File: config.mk
export PLATFORM = sky130hd
export DESIGN_NAME = decm_flat
export DESIGN_NICKNAME = d
export VERILOG_FILES = /design/src/rtl/decm_if.sv /design/src/rtl/decm.sv /design/src/flat_wrapper.sv
export SDC_FILE = /design/constraint.sdc
export NUM_CORES = 1
export LEC_CHECK = 0
export ABC_AREA = 1
export CORE_UTILIZATION = 46
export DETAILED_ROUTE_END_ITERATION = 7
export GPL_TIMING_DRIVEN = 1
export PLACE_DENSITY = 0.86
export SYNTH_ARGS = -nofsm -noshare
export SYNTH_HDL_FRONTEND = slang
export SYNTH_SLANG_ARGS = --single-unit
File: constraint.sdc
create_clock -name clk_i -period 1.4 [get_ports clk_i]
set_input_delay 0.21 -clock clk_i [delete_from_list [all_inputs] [get_ports clk_i]]
set_output_delay 0.21 -clock clk_i [all_outputs]
set_load 0.02 [all_outputs]
File: src/rtl/decm_if.sv
`default_nettype none
// +--------------------------------------------------------------------------+
// | decm_if : fetch-to-decode and decode-to-execute handshake bundle          |
// | Rev 1.0                                                                  |
// +--------------------------------------------------------------------------+
interface decm_if;
  logic        input_valid_i;
  logic        input_ready_o;
  logic [31:0] instr_i;
  logic [31:0] pc_i;
  logic        output_ready_i;
  logic        output_valid_o;
  logic [31:0] pc_o;
  logic [3:0]  op_class_o;
  logic [4:0]  rd_o;
  logic [4:0]  rs1_o;
  logic [4:0]  rs2_o;
  logic [2:0]  func3_o;
  logic        alt_o;
  logic [31:0] imm_o;
  logic        branch_o;
  logic [19:0] boffset_o;

  modport master (
    output input_valid_i, instr_i, pc_i, output_ready_i,
    input  input_ready_o, output_valid_o, pc_o, op_class_o, rd_o, rs1_o,
           rs2_o, func3_o, alt_o, imm_o, branch_o, boffset_o
  );

  modport slave (
    input  input_valid_i, instr_i, pc_i, output_ready_i,
    output input_ready_o, output_valid_o, pc_o, op_class_o, rd_o, rs1_o,
           rs2_o, func3_o, alt_o, imm_o, branch_o, boffset_o
  );
endinterface
`default_nettype wire

File: src/rtl/decm.sv
`default_nettype none
// +--------------------------------------------------------------------------+
// | decm : RV32I decode stage with registered two-entry skid output buffer    |
// | Optional early JAL redirect: ECAP5_DPROC_EARLY_JAL_EN                     |
// | Rev 1.0                                                                  |
// +--------------------------------------------------------------------------+
module decm (
  input wire    clk_i,
  input wire    rst_ni,
  input wire    flush_i,
  decm_if.slave bus
);

  localparam logic [4:0] c_OP_LUI      = 5'b01101;
  localparam logic [4:0] c_OP_AUIPC    = 5'b00101;
  localparam logic [4:0] c_OP_JAL      = 5'b11011;
  localparam logic [4:0] c_OP_JALR     = 5'b11001;
  localparam logic [4:0] c_OP_BRANCH   = 5'b11000;
  localparam logic [4:0] c_OP_LOAD     = 5'b00000;
  localparam logic [4:0] c_OP_STORE    = 5'b01000;
  localparam logic [4:0] c_OP_OP_IMM   = 5'b00100;
  localparam logic [4:0] c_OP_OP       = 5'b01100;
  localparam logic [4:0] c_OP_MISC_MEM = 5'b00011;
  localparam logic [4:0] c_OP_SYSTEM   = 5'b11100;

  localparam logic [3:0] c_CLS_LUI      = 4'd0;
  localparam logic [3:0] c_CLS_AUIPC    = 4'd1;
  localparam logic [3:0] c_CLS_JAL      = 4'd2;
  localparam logic [3:0] c_CLS_JALR     = 4'd3;
  localparam logic [3:0] c_CLS_BRANCH   = 4'd4;
  localparam logic [3:0] c_CLS_LOAD     = 4'd5;
  localparam logic [3:0] c_CLS_STORE    = 4'd6;
  localparam logic [3:0] c_CLS_OP_IMM   = 4'd7;
  localparam logic [3:0] c_CLS_OP       = 4'd8;
  localparam logic [3:0] c_CLS_MISC_MEM = 4'd9;
  localparam logic [3:0] c_CLS_SYSTEM   = 4'd10;
  localparam logic [3:0] c_CLS_ILLEGAL  = 4'd15;

  typedef struct packed {
    logic [31:0] pc;
    logic [3:0]  cls;
    logic [4:0]  rd;
    logic [4:0]  rs1;
    logic [4:0]  rs2;
    logic [2:0]  f3;
    logic        alt;
    logic [31:0] imm;
  } bundle_t;

  typedef enum logic [1:0] {
    S_EMPTY = 2'd0,
    S_BUSY  = 2'd1,
    S_FULL  = 2'd2
  } state_t;

  logic [31:0] w_instr;
  logic [31:0] w_imm_i;
  logic [31:0] w_imm_s;
  logic [31:0] w_imm_b;
  logic [31:0] w_imm_u;
  logic [31:0] w_imm_j;
  bundle_t     w_dec;
  logic        w_accept;
  logic        w_fire;
  logic        w_load;

  state_t      r_state;
  bundle_t     r_main;
  bundle_t     r_skid;
  logic        r_in_ready;
  logic        r_out_valid;

  assign w_instr = bus.instr_i;
  assign w_imm_i = {{20{w_instr[31]}}, w_instr[31:20]};
  assign w_imm_s = {{20{w_instr[31]}}, w_instr[31:25], w_instr[11:7]};
  assign w_imm_b = {{19{w_instr[31]}}, w_instr[31], w_instr[7], w_instr[30:25],
                    w_instr[11:8], 1'b0};
  assign w_imm_u = {w_instr[31:12], 12'h000};
  assign w_imm_j = {{11{w_instr[31]}}, w_instr[31], w_instr[19:12], w_instr[20],
                    w_instr[30:21], 1'b0};

  // Register fields pass through even for illegal words so execute can report them.
  always_comb begin
    w_dec     = '0;
    w_dec.pc  = bus.pc_i;
    w_dec.rd  = w_instr[11:7];
    w_dec.rs1 = w_instr[19:15];
    w_dec.rs2 = w_instr[24:20];
    w_dec.f3  = w_instr[14:12];
    w_dec.alt = w_instr[30];
    w_dec.cls = c_CLS_ILLEGAL;
    w_dec.imm = '0;
    if (w_instr[1:0] == 2'b11) begin
      case (w_instr[6:2])
        c_OP_LUI:      begin w_dec.cls = c_CLS_LUI;      w_dec.imm = w_imm_u; end
        c_OP_AUIPC:    begin w_dec.cls = c_CLS_AUIPC;    w_dec.imm = w_imm_u; end
        c_OP_JAL:      begin w_dec.cls = c_CLS_JAL;      w_dec.imm = w_imm_j; end
        c_OP_JALR:     begin w_dec.cls = c_CLS_JALR;     w_dec.imm = w_imm_i; end
        c_OP_BRANCH:   begin w_dec.cls = c_CLS_BRANCH;   w_dec.imm = w_imm_b; end
        c_OP_LOAD:     begin w_dec.cls = c_CLS_LOAD;     w_dec.imm = w_imm_i; end
        c_OP_STORE:    begin w_dec.cls = c_CLS_STORE;    w_dec.imm = w_imm_s; end
        c_OP_OP_IMM:   begin w_dec.cls = c_CLS_OP_IMM;   w_dec.imm = w_imm_i; end
        c_OP_OP:       w_dec.cls = c_CLS_OP;
        c_OP_MISC_MEM: w_dec.cls = c_CLS_MISC_MEM;
        c_OP_SYSTEM:   begin w_dec.cls = c_CLS_SYSTEM;   w_dec.imm = w_imm_i; end
        default:       w_dec.cls = c_CLS_ILLEGAL;
      endcase
    end
  end

  assign w_accept = bus.input_valid_i && r_in_ready;
  assign w_fire   = r_out_valid && bus.output_ready_i;

`ifdef ECAP5_DPROC_EARLY_JAL_EN
  logic        w_is_jal;
  logic        r_discard;
  logic        r_branch;
  logic [19:0] r_boffset;

  assign w_is_jal = (w_instr[1:0] == 2'b11) && (w_instr[6:2] == c_OP_JAL);
  // A word accepted while a discard is pending is the wrong-path fetch after a JAL.
  assign w_load   = w_accept && !r_discard;

  always_ff @(posedge clk_i or negedge rst_ni) begin
    if (!rst_ni) begin
      r_discard <= 1'b0;
      r_branch  <= 1'b0;
      r_boffset <= '0;
    end else begin
      r_branch  <= 1'b0;
      r_boffset <= '0;
      if (flush_i) begin
        r_discard <= 1'b0;
      end else if (w_accept) begin
        if (r_discard) begin
          r_discard <= 1'b0;
        end else if (w_is_jal) begin
          r_discard <= 1'b1;
          r_branch  <= 1'b1;
          r_boffset <= w_imm_j[19:0];
        end
      end
    end
  end

  assign bus.branch_o  = r_branch;
  assign bus.boffset_o = r_boffset;
`else
  assign w_load        = w_accept;
  assign bus.branch_o  = 1'b0;
  assign bus.boffset_o = '0;
`endif

  always_ff @(posedge clk_i or negedge rst_ni) begin
    if (!rst_ni) begin
      r_state     <= S_EMPTY;
      r_main      <= '0;
      r_skid      <= '0;
      r_in_ready  <= 1'b1;
      r_out_valid <= 1'b0;
    end else if (flush_i) begin
      r_state     <= S_EMPTY;
      r_in_ready  <= 1'b1;
      r_out_valid <= 1'b0;
    end else begin
      case (r_state)
        S_EMPTY: begin
          if (w_load) begin
            r_main      <= w_dec;
            r_state     <= S_BUSY;
            r_out_valid <= 1'b1;
          end
        end
        S_BUSY: begin
          if (w_fire) begin
            if (w_load) begin
              r_main <= w_dec;
            end else begin
              r_state     <= S_EMPTY;
              r_out_valid <= 1'b0;
            end
          end else if (w_load) begin
            r_skid     <= w_dec;
            r_state    <= S_FULL;
            r_in_ready <= 1'b0;
          end
        end
        S_FULL: begin
          if (w_fire) begin
            r_main     <= r_skid;
            r_state    <= S_BUSY;
            r_in_ready <= 1'b1;
          end
        end
        default: begin
          r_state     <= S_EMPTY;
          r_in_ready  <= 1'b1;
          r_out_valid <= 1'b0;
        end
      endcase
    end
  end

  assign bus.input_ready_o  = r_in_ready;
  assign bus.output_valid_o = r_out_valid;
  assign bus.pc_o           = r_main.pc;
  assign bus.op_class_o     = r_main.cls;
  assign bus.rd_o           = r_main.rd;
  assign bus.rs1_o          = r_main.rs1;
  assign bus.rs2_o          = r_main.rs2;
  assign bus.func3_o        = r_main.f3;
  assign bus.alt_o          = r_main.alt;
  assign bus.imm_o          = r_main.imm;

endmodule
`default_nettype wire

File: src/flat_wrapper.sv
// flat-port wrapper written by rule: the top's interface ports become plain ports
module decm_flat 
  (clk_i, rst_ni, flush_i, bus_input_valid_i, bus_instr_i, bus_pc_i, bus_output_ready_i, bus_input_ready_o, bus_output_valid_o, bus_pc_o, bus_op_class_o, bus_rd_o, bus_rs1_o, bus_rs2_o, bus_func3_o, bus_alt_o, bus_imm_o, bus_branch_o, bus_boffset_o);
  decm_if bus_i ();
  input wire clk_i;
  input wire rst_ni;
  input wire flush_i;
  input wire logic [$bits(bus_i.input_valid_i)-1:0] bus_input_valid_i;
  input wire logic [$bits(bus_i.instr_i)-1:0] bus_instr_i;
  input wire logic [$bits(bus_i.pc_i)-1:0] bus_pc_i;
  input wire logic [$bits(bus_i.output_ready_i)-1:0] bus_output_ready_i;
  output wire logic [$bits(bus_i.input_ready_o)-1:0] bus_input_ready_o;
  output wire logic [$bits(bus_i.output_valid_o)-1:0] bus_output_valid_o;
  output wire logic [$bits(bus_i.pc_o)-1:0] bus_pc_o;
  output wire logic [$bits(bus_i.op_class_o)-1:0] bus_op_class_o;
  output wire logic [$bits(bus_i.rd_o)-1:0] bus_rd_o;
  output wire logic [$bits(bus_i.rs1_o)-1:0] bus_rs1_o;
  output wire logic [$bits(bus_i.rs2_o)-1:0] bus_rs2_o;
  output wire logic [$bits(bus_i.func3_o)-1:0] bus_func3_o;
  output wire logic [$bits(bus_i.alt_o)-1:0] bus_alt_o;
  output wire logic [$bits(bus_i.imm_o)-1:0] bus_imm_o;
  output wire logic [$bits(bus_i.branch_o)-1:0] bus_branch_o;
  output wire logic [$bits(bus_i.boffset_o)-1:0] bus_boffset_o;
  assign bus_i.input_valid_i = bus_input_valid_i;
  assign bus_i.instr_i = bus_instr_i;
  assign bus_i.pc_i = bus_pc_i;
  assign bus_i.output_ready_i = bus_output_ready_i;
  assign bus_input_ready_o = bus_i.input_ready_o;
  assign bus_output_valid_o = bus_i.output_valid_o;
  assign bus_pc_o = bus_i.pc_o;
  assign bus_op_class_o = bus_i.op_class_o;
  assign bus_rd_o = bus_i.rd_o;
  assign bus_rs1_o = bus_i.rs1_o;
  assign bus_rs2_o = bus_i.rs2_o;
  assign bus_func3_o = bus_i.func3_o;
  assign bus_alt_o = bus_i.alt_o;
  assign bus_imm_o = bus_i.imm_o;
  assign bus_branch_o = bus_i.branch_o;
  assign bus_boffset_o = bus_i.boffset_o;
  decm u_core (.clk_i(clk_i), .rst_ni(rst_ni), .flush_i(flush_i), .bus(bus_i));
endmodule
==> impl_metrics.toml <==
[timing]
period_needed_ns = 2.17
slew_headroom_pct = 58.8
fin_skew_ns = 0.00732
rsz0062_at_grt = "yes"
worst_slack_ns = -0.767
fin_crit_sh_pct = 155
max_freq_mhz = 461
drv_slew = 0
worstMarginPinSlew_ns = 0.616
hold_violations = 0
setup-violations-final = 185

[logic_synthesis]
synth_edf_count = 0
synth_area_sq_um = 8410
synth_top_area_cell = "dfrtp_1"
ys_seq_area_share_pct = 53.0
ys_warn_count = 0
synthCells = 1080
synth_top_area_share_pct = 52.7
yosysUniqueCellTypes = 26
yosys-top-cells-count = "nand2_1 (486), dfrtp_1 (177), nor2_1 (127)"
synth.most_common_cell = "nand2_1"
synthFlopType = "dfrtp_1"
async_flop_share_pct = 100
avgSynthCellArea_sq_um = 7.79
ys_ff_latch = 178
ys_top_cells_by_area = "dfrtp_1 (53%), nand2_1 (22%), nor2_1 (5.7%)"

[power_and_ir_drop]
max-vdd-ir-drop_v = 0.00120
fin_total_pwr_uw = 24800
cellLeakagePower_uw = 0.00685
powerDensity_nw_per_um2 = 1790

[placement]
dp_hpwl_mm = 15.8
placed_cell_area_sq_um = 10800
port_buffers = 157
place.gp.congestion = 0.857

[global_route]
grt_pass1_vias = 8933
grt_pass1_wl_mm = 47.7
grt_max_degree = 43
gr-usage-all-layers_pct = 33.6
antenna_found_initial = 1
overflow = 0

[finish]
area_delta_synth_final_pct = 64.6
nets = 1406
filler_cell_count = 972
design_area_sq_um = 13800
drive_above_1_share_pct = 35.9

[status]
violations = "negative setup slack"
status = "complete, but fails checks"

[floorplan]
rows = 49
die_area_sq_um = 18800
die_y_microns = 137
io_pins = 179
initial_core_util_pct = 46.8
core_area_sq_um = 18000
die-width_microns = 137

[critical_path]
r2r_cells = 11
critPathMaxStageDelay_ns = 0.60
slowest_stage = "dfstp_2"
worstSetupPathType = "flop to flop"
required_ns = 1.68
crit_arrival_ns = 2.44
crit_fanout = 7
crit_chain = "nand2_4, inv_2, nand2_4, nand2_4, nand2_8, inv_8, buf_12, buf_12, buf_12, nor2_1, a31oi_1"
start_kind = "flop"
endpoint_kind = "flop"

[clock_tree]
clock-root-buffer = "clkbuf_16"
htreeDepth = 4
clock_latency_ns = 0.44
clk_path_buf_depth = 2
cts_tree = "built"
cts_made_buffers = 17
clock-sinks = 178
clkTransAtPathRegs_ns = 0.07

[drt]
drt_pre_antenna_iters = 7
wl_per_cell_microns = 23.9
via_per_inst = 6.23
drt_iter0_markers = 1387
drtAntennaViolNets = 0
drc = 0
num_vias = 9836
wl_mm = 37.8

[min_path]
hold_class = "primary input to asynchronous set/reset pin"

[run]
max-cap-violations = 0
==> cell families (layout without fill, tap and decap cells) <==
kind of cell / Yosys count / after routing / synth area share (%)
flip-flops: 178 / 178 / 53.0
AND/OR/NAND/NOR: 681 / 681 / 32.9
AO/OA/AOI/OAI: 113 / 113 / 7.72
other: 1 / 22 / 0.0446
buffers and inverters: 107 / 357 / 6.38
==> flip-flops by register name, summed over array words and instances (netlist names) <==
name                       cells
u_core.bus.rd_o                5
u_core.bus.rs1_o               5
u_core.bus.op_class_o          4
u_core.bus.output_valid_o      1
u_core.r_skid                 87
u_core.bus.alt_o               1
u_core.bus.input_ready_o       1
u_core.bus.pc_o               32
u_core.bus.imm_o              32
u_core.r_state                 2
u_core.bus.rs2_o               5
u_core.bus.func3_o             3
==> layout make-up <==
cell class / instances / area [sq um] / area share [%]
diodes: 1 / 2.50 / 0.0181
clock buffers: 18 / 439 / 3.17
clock inverters: 14 / 126 / 0.913
inverters: 25 / 133 / 0.958
multi-input cells: 815 / 4720 / 34.1
flip-flops and latches: 178 / 4460 / 32.2
well taps: 229 / 287 / 2.07
repair buffers: 297 / 3650 / 26.3
repair inverters: 3 / 32.5 / 0.235
==> critical path, delay by kind of cell, from the launching register on <==
kind,cells,cell delay [ns]
flip-flops,1,0.60
buffers and inverters,5,0.53
AND/OR/NAND/NOR,5,0.37
AO/OA/AOI/OAI,1,0.49
==> cells in the final DEF, fill, tap and decap left out, types with 7 or more instances in the layout <==
| cell | count |
|---|---|
| clkbuf_2 | 13 |
| a31oi_1 | 44 |
| nor2_2 | 36 |
| nand2_1 | 330 |
| a21oi_2 | 8 |
| o21ai_1 | 8 |
| o21ai_2 | 24 |
| dfrtp_1 | 176 |
| clkdlybuf4s15_1 | 25 |
| nand3_2 | 13 |
| buf_6 | 14 |
| inv_1 | 14 |
| clkbuf_16 | 19 |
| buf_12 | 39 |
| conb_1 | 21 |
| nor2_4 | 22 |
| nand4_1 | 7 |
| buf_8 | 8 |
| nand2_4 | 61 |
| nor2_1 | 79 |
| buf_16 | 26 |
| clkdlybuf4s50_1 | 62 |
| a31oi_4 | 7 |
| nand2_2 | 98 |
| nand3_1 | 32 |
| buf_4 | 52 |
| inv_2 | 7 |
| dlygate4sd2_1 | 52 |
==> metrics by stage <==
step	setup WS, ns	hold WS [ns]	utilization, %	setup TNS [ns]	std cells
after global placement	-0.546	0.189	59.9	-62.38	1480
after CTS	-0.237	0.295	72.4	-28.99	1571
after floorplan	-0.0769	-0.0856	-	-4.58	1100
after global routing	-0.793	0.317	77.1	-60.43	1580
final	-0.767	0.297	77.1	-51.78	1580
after detailed placement	-0.616	0.194	59.9	-68.92	1480
==> final timing paths <==
path	start	endpoint	slack (ns)
setup reg to reg	u_core.bus.input_ready_o$_DFFE_PN1P_	u_core.bus.pc_o[13]$_DFFE_PN0P_	-0.77
setup / recovery	u_core.bus.input_ready_o$_DFFE_PN1P_	u_core.bus.pc_o[13]$_DFFE_PN0P_	-0.77
min in group clk_i	bus_pc_i[26]	u_core.r_skid[81]$_DFFE_PN0P_	0.36
max in group asynchronous	rst_ni	u_core.bus.imm_o[15]$_DFFE_PN0P_	0.47
hold / removal	rst_ni	u_core.r_skid[48]$_DFFE_PN0P_	0.30
hold reg to reg	u_core.r_skid[85]$_DFFE_PN0P_	u_core.r_skid[85]$_DFFE_PN0P_	0.48
==> what timing repair did <==
| item | CTS | global route |
|---|---|---|
| pin swaps | 62 | 33 |
| hold buffers | 1 | 0 |
| endpoints found under the hold margin | 33 | 0 |
| buffers inserted | 29 | 11 |
| gates cloned | 30 | 4 |
| endpoints found under the setup margin | 262 | 215 |
| resized for setup | 318 | 273 |
==> routing by layer <==
metal,vias to the layer above,global-route usage (%),share of wire (%)
li1,3940,-,-
met1,4652,40.5,33
met2,925,55.6,46
met3,319,7.80,12
met4,0,18.4,8.5
met5,-,0,0
==> power breakdown <==
part / internal (uW) / switching (uW) / total [uW]
clock: 2520 / 2270 / 4790
combinational: 4740 / 6270 / 11000
sequential: 7200 / 1790 / 8990
No activity file was read; power rests on OpenSTA's default activity.
